### src/rtl/pixel_shade_accum.sv
// Per-pixel colour resolver: issues triangle requests, waits a fixed model latency,
// combines hits (nearest-Z or saturating add) and emits one pixel word per pixel.
module pixel_shade_accum #(
  parameter int unsigned X_MAX         = 640,
  parameter int unsigned Y_MAX         = 480,
  parameter int unsigned COLOR_W       = 10,
  parameter int unsigned Z_W           = 20,
  parameter int unsigned MODEL_LATENCY = 2,
  parameter int unsigned XY_W          = 10
) (
  input  logic               sys_clk,
  input  logic               reset,
  input  logic               enable,
  input  logic               mode,
  output logic               request_triangle,
  input  logic               all_triangles_read,
  input  logic               intersected_tri,
  input  logic [Z_W-1:0]     intersect_z,
  input  logic [COLOR_W-1:0] intersect_r,
  input  logic [COLOR_W-1:0] intersect_g,
  input  logic [COLOR_W-1:0] intersect_b,
  output logic               wr_valid,
  input  logic               wr_ready,
  output logic [XY_W-1:0]    wr_x,
  output logic [XY_W-1:0]    wr_y,
  output logic [COLOR_W-1:0] wr_r,
  output logic [COLOR_W-1:0] wr_g,
  output logic [COLOR_W-1:0] wr_b,
  output logic [7:0]         hit_count,
  output logic               frame_done
);

  localparam int unsigned LatW = (MODEL_LATENCY > 1) ? $clog2(MODEL_LATENCY) : 1;
  localparam logic [LatW-1:0]    LatLast  = LatW'(MODEL_LATENCY - 1);
  localparam logic [XY_W-1:0]    XLast    = XY_W'(X_MAX - 1);
  localparam logic [XY_W-1:0]    YLast    = XY_W'(Y_MAX - 1);
  localparam logic [COLOR_W-1:0] ColorMax = {COLOR_W{1'b1}};

  typedef enum logic [2:0] {
    StIdle,
    StIssue,
    StWait,
    StSample,
    StWrite
  } state_e;

  state_e             state_q, state_d;
  logic [LatW-1:0]    lat_q, lat_d;
  logic               mode_q, mode_d;
  logic               hit_q, hit_d;
  logic [7:0]         hits_q, hits_d;
  logic [Z_W-1:0]     nz_q, nz_d;
  logic [COLOR_W-1:0] acc_r_q, acc_r_d;
  logic [COLOR_W-1:0] acc_g_q, acc_g_d;
  logic [COLOR_W-1:0] acc_b_q, acc_b_d;
  logic [XY_W-1:0]    x_q, x_d;
  logic [XY_W-1:0]    y_q, y_d;
  logic               start_pixel;
  logic               accept;

  function automatic logic [COLOR_W-1:0] sat_add(input logic [COLOR_W-1:0] a,
                                                 input logic [COLOR_W-1:0] b);
    logic [COLOR_W:0] sum;
    sum = {1'b0, a} + {1'b0, b};
    return sum[COLOR_W] ? ColorMax : sum[COLOR_W-1:0];
  endfunction

  always_comb begin
    state_d     = state_q;
    lat_d       = lat_q;
    mode_d      = mode_q;
    hit_d       = hit_q;
    hits_d      = hits_q;
    nz_d        = nz_q;
    acc_r_d     = acc_r_q;
    acc_g_d     = acc_g_q;
    acc_b_d     = acc_b_q;
    x_d         = x_q;
    y_d         = y_q;
    start_pixel = 1'b0;
    accept      = 1'b0;

    unique case (state_q)
      StIdle: begin
        if (enable) begin
          start_pixel = 1'b1;
          state_d     = StIssue;
        end
      end
      StIssue: begin
        lat_d   = '0;
        state_d = StWait;
      end
      StWait: begin
        if (lat_q == LatLast) begin
          state_d = StSample;
        end else begin
          lat_d = lat_q + 1'b1;
        end
      end
      StSample: begin
        if (intersected_tri) begin
          if (mode_q) begin
            acc_r_d = sat_add(acc_r_q, intersect_r);
            acc_g_d = sat_add(acc_g_q, intersect_g);
            acc_b_d = sat_add(acc_b_q, intersect_b);
          end else if (!hit_q || (intersect_z < nz_q)) begin
            // Strict compare: on equal depth the earlier triangle keeps the pixel.
            acc_r_d = intersect_r;
            acc_g_d = intersect_g;
            acc_b_d = intersect_b;
            nz_d    = intersect_z;
          end
          hit_d = 1'b1;
          if (hits_q != 8'hFF) begin
            hits_d = hits_q + 8'd1;
          end
        end
        state_d = all_triangles_read ? StWrite : StIssue;
      end
      StWrite: begin
        if (wr_ready) begin
          accept = 1'b1;
          if (x_q == XLast) begin
            x_d = '0;
            y_d = (y_q == YLast) ? '0 : y_q + 1'b1;
          end else begin
            x_d = x_q + 1'b1;
          end
          if (enable) begin
            start_pixel = 1'b1;
            state_d     = StIssue;
          end else begin
            state_d = StIdle;
          end
        end
      end
      default: state_d = StIdle;
    endcase

    // A new pixel starts from a clean slate with the mode sampled right now.
    if (start_pixel) begin
      mode_d  = mode;
      hit_d   = 1'b0;
      hits_d  = '0;
      nz_d    = '0;
      acc_r_d = '0;
      acc_g_d = '0;
      acc_b_d = '0;
    end
  end

  always_ff @(posedge sys_clk or posedge reset) begin
    if (reset) begin
      state_q <= StIdle;
      lat_q   <= '0;
      mode_q  <= 1'b0;
      hit_q   <= 1'b0;
      hits_q  <= '0;
      nz_q    <= '0;
      acc_r_q <= '0;
      acc_g_q <= '0;
      acc_b_q <= '0;
      x_q     <= '0;
      y_q     <= '0;
    end else begin
      state_q <= state_d;
      lat_q   <= lat_d;
      mode_q  <= mode_d;
      hit_q   <= hit_d;
      hits_q  <= hits_d;
      nz_q    <= nz_d;
      acc_r_q <= acc_r_d;
      acc_g_q <= acc_g_d;
      acc_b_q <= acc_b_d;
      x_q     <= x_d;
      y_q     <= y_d;
    end
  end

  assign request_triangle = (state_q == StIssue);
  assign wr_valid         = (state_q == StWrite);
  assign wr_x             = x_q;
  assign wr_y             = y_q;
  assign wr_r             = acc_r_q;
  assign wr_g             = acc_g_q;
  assign wr_b             = acc_b_q;
  assign hit_count        = hits_q;
  assign frame_done       = accept && (x_q == XLast) && (y_q == YLast);

endmodule

### config.mk
export PLATFORM = sky130hd
export DESIGN_NAME = pixel_shade_accum
export DESIGN_NICKNAME = d
export VERILOG_FILES = /design/src/rtl/pixel_shade_accum.sv
export SDC_FILE = /design/constraint.sdc
export NUM_CORES = 1
export LEC_CHECK = 0
export ABC_AREA = 1
export ABC_CLOCK_PERIOD_IN_PS = 3100
export BUFFER_PORTS_ARGS = -buffer_cell sky130_fd_sc_hd__buf_2
export CORE_ASPECT_RATIO = 1.4
export CORE_MARGIN = 5
export CORE_UTILIZATION = 40
export DETAILED_ROUTE_END_ITERATION = 16
export PLACE_DENSITY = 0.61
export REMOVE_ABC_BUFFERS = 1
export SLEW_MARGIN = 20
export SYNTH_ARGS = -nofsm -noshare
export SYNTH_HDL_FRONTEND = slang
export SYNTH_SLANG_ARGS = --single-unit
### constraint.sdc
create_clock -name sys_clk -period 3.1 [get_ports sys_clk]
set_input_delay 0.62 -clock sys_clk [delete_from_list [all_inputs] [get_ports sys_clk]]
set_output_delay 0.62 -clock sys_clk [all_outputs]
set_load 0.01 [all_outputs]
==> results of run 1 <==
## power by group
part	switching [W]	internal, W	leakage [nW]
Clock	0.000469	0.000670	0.148
Sequential	0.000323	0.00148	1.05
Combinational	0.00231	0.00132	3.04
## path summary, 6_finish.rpt
| check | startpoint | cells after the start | to | slack [ps] |
|---|---|---|---|---|
| worst max-delay path | state_q[1] | 6 | frame_done | 570 |
| worst min-delay path | reset | 2 | nz_q[19] | 280 |
| worst max register to register | nz_q[19] | 13 | wr_r[1] | 910 |
| worst min register to register | nz_q[12] | 2 | nz_q[12] | 500 |
| max in group asynchronous | reset | 3 | wr_r[7] | 2070 |
| min in group sys_clk | all_triangles_read | 3 | state_q[2] | 490 |
## layout by cell type (no fill, tap or decap), types with 4 or more instances in the layout
master       n
nand4_1     10
xor2_1      10
inv_2        5
clkbuf_16    9
buf_4        8
nand3_1    101
o21ai_1      4
inv_1      120
o21bai_1     5
nor3_1      12
buf_2      117
nor2_1      60
o21ai_0     34
xnor2_1      6
dfrtp_1     84
a21o_1       4
a21oi_1     30
nand2_1    357
ha_1        52
## layer usage
metal,vias up,share of wire [%],global-route usage (%)
met4,2,2.0,6.44
met2,108,51,32.8
met1,2829,43,23.6
met3,23,3.8,2.89
li1,3215,-,-
met5,-,0.077,0
## kinds of logic after synthesis
logic type      synth area share (%)
flops                           33.2
fa+ha+maj                       11.2
xor+xnor                        2.21
simple gates                    36.3
buf+inv                         9.33
compound gates                  7.67
## sequential cells by signal, summed over array words and instances, names as in the netlist
| register | flops |
|---|---|
| hit_count | 8 |
| hit_q | 1 |
| lat_q | 1 |
| mode_q | 1 |
| nz_q | 20 |
| state_q | 3 |
| wr_b | 10 |
| wr_g | 10 |
| wr_r | 10 |
| wr_x | 10 |
| wr_y | 10 |
## stage by stage
step / cells / cell area, um2 / power (W) / hold slack, ps
floorplan: 921 / 6210 / 0.00434 / 442
global placement: 1243 / 7130 / 0.00543 / 482
detailed placement: 1243 / 7130 / 0.00548 / 486
CTS: 1259 / 7440 / 0.00666 / 294
global route: 1259 / 7440 / 0.00732 / 333
finish: 1259 / 7440 / 0.00657 / 280
## area by class of cell
| cell class | count | area share (%) |
|---|---|---|
| inverters | 127 | 6.43 |
| clock inverters | 5 | 0.791 |
| well taps | 196 | 3.30 |
| clock buffers | 11 | 3.40 |
| multi-input cells | 710 | 48.9 |
| repair buffers | 126 | 8.95 |
| flip-flops and latches | 84 | 28.3 |
## critical path, cell delays in order (launching register included)
cell	delay [ps]
dfrtp_1	390
nor2_1	190
nand2_1	130
nor2_4	220
nand3_2	150
nor3_2	290
buf_2	200
==> metrics, run 1 <==
largest net degree at the start of global routing=35; Place WS=approximately 560 ps; Critical Path Start Type=register; WS Path Type=reg -> out; remaining global-route overflow=0; synth top area cells=dfrtp_1 33%, nand2_1 21%, ha_1 10%; Die Width=around 120 um; detailed-route DRC error count=0; Worst Path Arrival=approximately 1900 ps; worst vdd ir=about 0.37 mV; later-pin clock latency in the skew report=350 ps; ratio of cells with drive above 1 in the final layout=between 10% and 20%; CTS Buf Count=9; ys flop type=dfrtp_1; CTS root buf=clkbuf_16; Vias per Instance=4.91; top-area cell type share of the netlist area=33.2%; slew at the pin with the worst max-slew slack=525 ps; Setup WS post-layout=567 ps; first-pass GRT wire length=approximately 29 mm; ANT nets after route=0; I/O pins=118; detailed placer's ending HPWL=~13 mm; Sequential Area=about 2100 um2; initial antenna violation count=1; Area growth syn-to-layout=17.5%; fin nets=1170; first-pass iteration count of the detailed router=4; maxcap violations=0; Clock transition at path regs=70 ps; H-tree Lvls=3; WL final=about 17 mm; static leakage=approximately 4.2 nW; vias in the first global route=slightly above 6000; routed length per placed instance=13.4 um; CTS tree=built; die area=18500 um2; CP Capture Type=primary output; chip height=159 um; area of the multi-input gates=roughly 3600 um2; All-Layer GR Usage=18.9%; Synth async-reset ratio=100%; hold buffers post-CTS=0; Netlist cell types=37; Final Hold Fails=0; # Post-CTS Setup Buffers=0; Yosys warnings=0; fin util=between 40% and 50%; post-CTS resize count=0; Critical Path RT=between 2000 and 2500 ps; sequential cell area fraction in the yosys report=about a third; gpl congestion=about 0.9; Final setup viols=0; period utilisation layout=roughly 82%; crit path max fanout=10; I/O Buffers=117; RSZ-0062 raised after global routing=false; Initial Util=about 40%; Synth Area per Inst=6.72 um2; clock buffer depth=2; final-report max-slew violation count=0; ant diodes=0; Mapped Cells=942; Layout fillers=about 1700; number of synthesized flops with an enable pin=0; flops & latches, synth=between 80 and 90; worst rel slew slack=approximately two thirds; HP Class=in -> async; status=finished clean; sinks on the clock net=84; drt initial violations=244; Total Negative Setup Slacks=0 ps; cell area after synthesis=between 6000 and 7000 um2; Rows=54; core area=about 16000 um2; highest clock rate=0.395 GHz; Vias=6177; clk_skew=between 10 and 15 ps; count leader, synth=nand2_1; Tmin final=2530 ps; Power Density=about 880 nW/um2; post-synth top area cell=dfrtp_1; synth cell count leaders=357 x nand2_1, 121 x inv_1, 101 x nand3_1
No activity file was read; power rests on OpenSTA's default activity.
==> run 2: changes to the inputs <==
--- a/config.mk
+++ b/config.mk
@@ -6,7 +6,7 @@
 export NUM_CORES = 1
 export LEC_CHECK = 0
 export ABC_AREA = 1
-export ABC_CLOCK_PERIOD_IN_PS = 3100
+export ABC_CLOCK_PERIOD_IN_PS = 2570
 export BUFFER_PORTS_ARGS = -buffer_cell sky130_fd_sc_hd__buf_2
 export CORE_ASPECT_RATIO = 1.4
 export CORE_MARGIN = 5
==> constraint.sdc (replaced) <==
create_clock -name sys_clk -period 2.57 [get_ports sys_clk]
set_input_delay 0.514 -clock sys_clk [delete_from_list [all_inputs] [get_ports sys_clk]]
set_output_delay 0.514 -clock sys_clk [all_outputs]
set_load 0.01 [all_outputs]
==> metrics, run 2 (synthesis gave the netlist of run 1 again) <==
fin cells=1264 (was 1259); Rows=54 (unchanged); routed length per placed instance=13.1 um (was 13.4 um); Final setup viols=0 (unchanged); R2R depth=13 (unchanged); post-CTS resize count=0 (unchanged); vias in the first global route=6317 (was 6082); clk_skew=8.31 ps (was 14.0 ps); Power Density=1080 nW/um2 (was 883 nW/um2); CTS root buf=clkbuf_16 (unchanged); sinks on the clock net=84 (unchanged); CTS tree=built (unchanged); detailed placer's ending HPWL=12.6 mm (was 13.0 mm); Total Negative Setup Slacks=0 ps (unchanged); CP Capture Type=primary output (unchanged); Area growth syn-to-layout=18.9% (was 17.5%); final-report max-slew violation count=0 (unchanged); Die Width=116 um (unchanged); WS Path Type=reg -> out (unchanged); period utilisation layout=about nine tenths; I/O pins=118 (unchanged); # Post-CTS Setup Buffers=0 (unchanged); I/O Buffers=117 (unchanged); Critical Path RT=2060 ps (was 2480 ps); worst rel slew slack=63.5% (was 65.0%); clock buffer depth=2 (unchanged); Vias=6167 (was 6177); chip height=159 um (unchanged); H-tree Lvls=3 (unchanged); crit path max fanout=10 (unchanged); static leakage=4.28 nW (was 4.24 nW); CTS Buf Count=9 (unchanged); gpl congestion=0.942 (was 0.884); worst vdd ir=0.503 mV (was 0.370 mV); status=finished clean (unchanged); Initial Util=40.7% (unchanged); All-Layer GR Usage=19.0% (was 18.9%); first-pass iteration count of the detailed router=5 (was 4); Placed Cells=1248 (was 1243); Critical Path Start Type=register (unchanged); RSZ-0062 raised after global routing=false (unchanged); core area=15500 um2 (unchanged); Final Hold Fails=0 (unchanged); detailed-route DRC error count=0 (unchanged); most frequent cells in the layout=357 x nand2_1, 120 x inv_1, 117 x buf_2, 101 x nand3_1, 84 x dfrtp_1 (unchanged); ANT nets after route=0 (unchanged); Vias per Instance=4.88 (was 4.91); highest clock rate=about 0.44 GHz; Worst Path Arrival=1780 ps (was 1910 ps); remaining global-route overflow=0 (unchanged); first-pass GRT wire length=29.0 mm (was 28.6 mm); largest net degree at the start of global routing=41 (was 35); ratio of cells with drive above 1 in the final layout=15.2% (was 14.8%); hold buffers post-CTS=0 (unchanged); maxcap violations=0 (unchanged); max reg flops=20 (unchanged); fin nets=1175 (was 1170); drt initial violations=322 (was 244); slew at the pin with the worst max-slew slack=547 ps (was 525 ps); ant diodes=0 (unchanged); Tot Pwr=0.00814 W (was 0.00657 W); initial antenna violation count=0 (was 1); Clock transition at path regs=70 ps (about the same); later-pin clock latency in the skew report=350 ps (about the same); WL final=16.6 mm (was 16.9 mm); Tmin final=around 2300 ps; HP Class=in -> async (unchanged); die area=18500 um2 (unchanged); Most flops, register=nz_q (unchanged); most common cell after layout, fill and taps aside=nand2_1 (unchanged); fin util=48.4% (was 47.9%)
==> run 2: final cells by class <==
cell class	instances	area [um2]
tap	196	245
multi-input combinational	710	3640
clock inverter	5	106
sequential	84	2100
clock buffer	11	253
fill	1673	8020
timing repair buffer	131	703
inverter	127	478
==> run 2: worst max-delay path, stage by stage (launching register included) <==
cell and delay [ps]:
dfrtp_1 390, nor2_1 190, nand2_1 140, nor2_4 220, nand3_2 150, nor3_2 180
buf_2 170
==> run 2: path summary, 6_finish.rpt <==
kind / slack, ps / end / start
max: 270 / frame_done / state_q[1]
min reg2reg: 490 / lat_q / lat_q
max reg2reg: 470 / wr_r[8] / nz_q[19]
max in group asynchronous: 1730 / wr_g[0] / reset
min: 190 / wr_b[5] / reset
min in group sys_clk: 380 / state_q[2] / all_triangles_read
==> run 2: through the flow <==
step,area (um2),setup slack (ps),hold WS (ps)
finish,7520,273,189
global route,7520,109,239
CTS,7520,239,206
detailed placement,7160,216,476
global placement,7160,233,477
floorplan,6210,-109,442
==> run 2: power by group <==
group | internal [W] | leakage [nW] | switching [W]
registers | 0.00178 | 1.05 | 0.000379
logic | 0.00163 | 3.06 | 0.00277
clock network | 0.00101 | 0.172 | 0.000575
total | 0.00442 | 4.28 | 0.00373
==> run 2: layer usage <==
layer	track usage, %	vias to the layer above	share of wire [%]	wire length (um)
met3	3.77	23	5.0	834
li1	-	3232	-	-
met5	0	-	0	0
met1	22.8	2785	42	7010
met4	5.96	0	1.9	322
met2	33.5	127	51	8440
==> run 3: changes to the inputs <==
--- a/config.mk
+++ b/config.mk
@@ -9,11 +9,12 @@
 export ABC_CLOCK_PERIOD_IN_PS = 2570
 export BUFFER_PORTS_ARGS = -buffer_cell sky130_fd_sc_hd__buf_2
 export CORE_ASPECT_RATIO = 1.4
-export CORE_MARGIN = 5
+export CORE_MARGIN = 2
 export CORE_UTILIZATION = 40
 export DETAILED_ROUTE_END_ITERATION = 16
 export PLACE_DENSITY = 0.61
 export REMOVE_ABC_BUFFERS = 1
+export SKIP_LAST_GASP = 1
 export SLEW_MARGIN = 20
 export SYNTH_ARGS = -nofsm -noshare
 export SYNTH_HDL_FRONTEND = slang
==> metrics, run 3 (synthesis gave the netlist of run 1 again) <==
sinks on the clock net=84 (unchanged); ANT nets after route=0 (unchanged); status=finished clean (unchanged); clock share of power=16.3% (was 19.4%); maxcap violations=0 (unchanged); Tot Pwr=0.00784 W (was 0.00814 W); WL final=16.2 mm (was 16.6 mm); # Post-CTS Setup Buffers=0 (unchanged); routed length per placed instance=12.8 um (was 13.1 um); chip height=153 um (was 159 um); Final setup viols=0 (unchanged); detailed placer's ending HPWL=12.3 mm (was 12.6 mm); Internal=0.00409 W (was 0.00442 W); CTS Buf Count=9 (unchanged); first-pass iteration count of the detailed router=4 (was 5); gpl congestion=0.923 (was 0.942); Place WS=232 ps (was 216 ps); Vias=6202 (was 6167); fin cells=1265 (was 1264); CP Capture Type=primary output (unchanged); worst rel slew slack=60.3% (was 63.5%); fin util=48.0% (was 48.4%); Top Layer Used=met4 (unchanged); All-Layer GR Usage=19.9% (was 19.0%); Most flops, register=nz_q (unchanged); Final Hold Fails=0 (unchanged); largest net degree at the start of global routing=32 (was 41); post-CTS resize count=0 (unchanged); Total Negative Setup Slacks=0 ps (unchanged); remaining global-route overflow=0 (unchanged); I/O Buffers=117 (unchanged); RSZ-0062 raised after global routing=false (unchanged); slew at the pin with the worst max-slew slack=595 ps (was 547 ps); fin nets=1175 (unchanged); Initial Util=40.7% (unchanged); detailed-route DRC error count=0 (unchanged); later-pin clock latency in the skew report=350 ps (about the same); ratio of cells with drive above 1 in the final layout=15.2% (unchanged); Sw Share=47.8% (was 45.7%); Critical Path Start Type=register (unchanged); Slowest cell on crit path=dfrtp_1 (unchanged); vias in the first global route=5844 (was 6317); core area=15500 um2 (unchanged); HP Class=in -> async (unchanged); highest clock rate=0.437 GHz (was 0.435 GHz); drt initial violations=204 (was 322); Vias per Instance=4.90 (was 4.88); static leakage=4.25 nW (was 4.28 nW); Comb pwr share=56.1% (was 54.0%); Met2 Routed Length=7.89 mm (was 8.44 mm); Setup WS post-layout=279 ps (was 273 ps); initial antenna violation count=1 (was 0); hold buffers post-CTS=0 (unchanged); Die Width=110 um (was 116 um); period utilisation layout=89.1% (was 89.4%); Clock transition at path regs=80 ps (was 70 ps); Rows=54 (unchanged); WL met1=7.43 mm (was 7.01 mm); Layout fillers=1641 (was 1673); clock buffer depth=2 (unchanged); Placed Cells=1248 (unchanged); CTS root buf=clkbuf_16 (unchanged); Flop pwr share=27.6% (was 26.6%); WS Path Type=reg -> out (unchanged); clk_skew=17.8 ps (was 8.31 ps); I/O pins=118 (unchanged); worst vdd ir=0.565 mV (was 0.503 mV); die area=16900 um2 (was 18500 um2); Worst Path Arrival=1780 ps (about the same); Area growth syn-to-layout=17.8% (was 18.9%); critical path, cell by cell=nor2_1, nand2_1, nor2_4, nand3_2, nor3_2, buf_2 (unchanged); switching pwr=0.00375 W (was 0.00373 W); first-pass GRT wire length=27.0 mm (was 29.0 mm); most common cell after layout, fill and taps aside=nand2_1 (unchanged); max reg flops=20 (unchanged); CTS tree=built (unchanged); crit path max fanout=10 (unchanged); Largest stage delay, worst path=390 ps (about the same); Tmin final=2290 ps (was 2300 ps); final-report max-slew violation count=0 (unchanged); Power Density=1050 nW/um2 (was 1080 nW/um2); Critical Path RT=2060 ps (about the same); met3 wire len=646 um (was 834 um); H-tree Lvls=3 (unchanged); most frequent cells in the layout=357 x nand2_1, 120 x inv_1, 117 x buf_2, 101 x nand3_1, 84 x dfrtp_1 (unchanged)
-- run 3: path summary, 6_finish.rpt --
check	from	end	slack, ps	depth (start not counted)
setup / recovery	state_q[1]	frame_done	280	6
hold / removal	reset	wr_b[5]	200	2
setup reg to reg	nz_q[19]	wr_g[4]	470	11
hold reg to reg	lat_q	lat_q	490	2
max in group asynchronous	reset	wr_y[1]	1740	3
min in group sys_clk	all_triangles_read	state_q[2]	370	3
-- run 3: power by group through the flow --
stage	clock, W	sequential, W	combinational, W
after CTS	0.00130	0.00217	0.00445
after global placement	0	0.00219	0.00437
final	0.00128	0.00216	0.00440
after global routing	0.00135	0.00223	0.00508
after floorplan	0	0.00223	0.00300
after detailed placement	0	0.00218	0.00443
-- run 3: layer usage --
layer	global-route usage (%)	vias up
met1	25.2	2817
li1	-	3229
met5	0	-
met2	34.1	133
met3	3.33	23
met4	6.13	0
-- run 3: worst max-delay path, delay by kind of cell (launching register included) --
kind                   cells  cell delay (ps)
flip-flops                 1              390
AND/OR/NAND/NOR            5              870
buffers and inverters      1              170
-- run 3: cell type report --
cell class	instances	area (um2)	share of cell area, %
diodes	1	2.50	0.0336
clock buffers	10	239	3.21
clock inverters	6	46.3	0.621
inverters	127	478	6.41
multi-input cells	710	3640	48.8
flip-flops and latches	84	2100	28.2
well taps	196	245	3.29
repair buffers	131	703	9.44
-- run 3: per-stage QoR --
| step | hold slack, ps | cell area [um2] |
|---|---|---|
| 6_report | 202 | 7450 |
| 4_1_cts | 229 | 7450 |
| 3_3_place_gp | 480 | 7160 |
| 5_1_grt | 247 | 7450 |
| 3_5_place_dp | 480 | 7160 |
| 2_1_floorplan | 442 | 6210 |
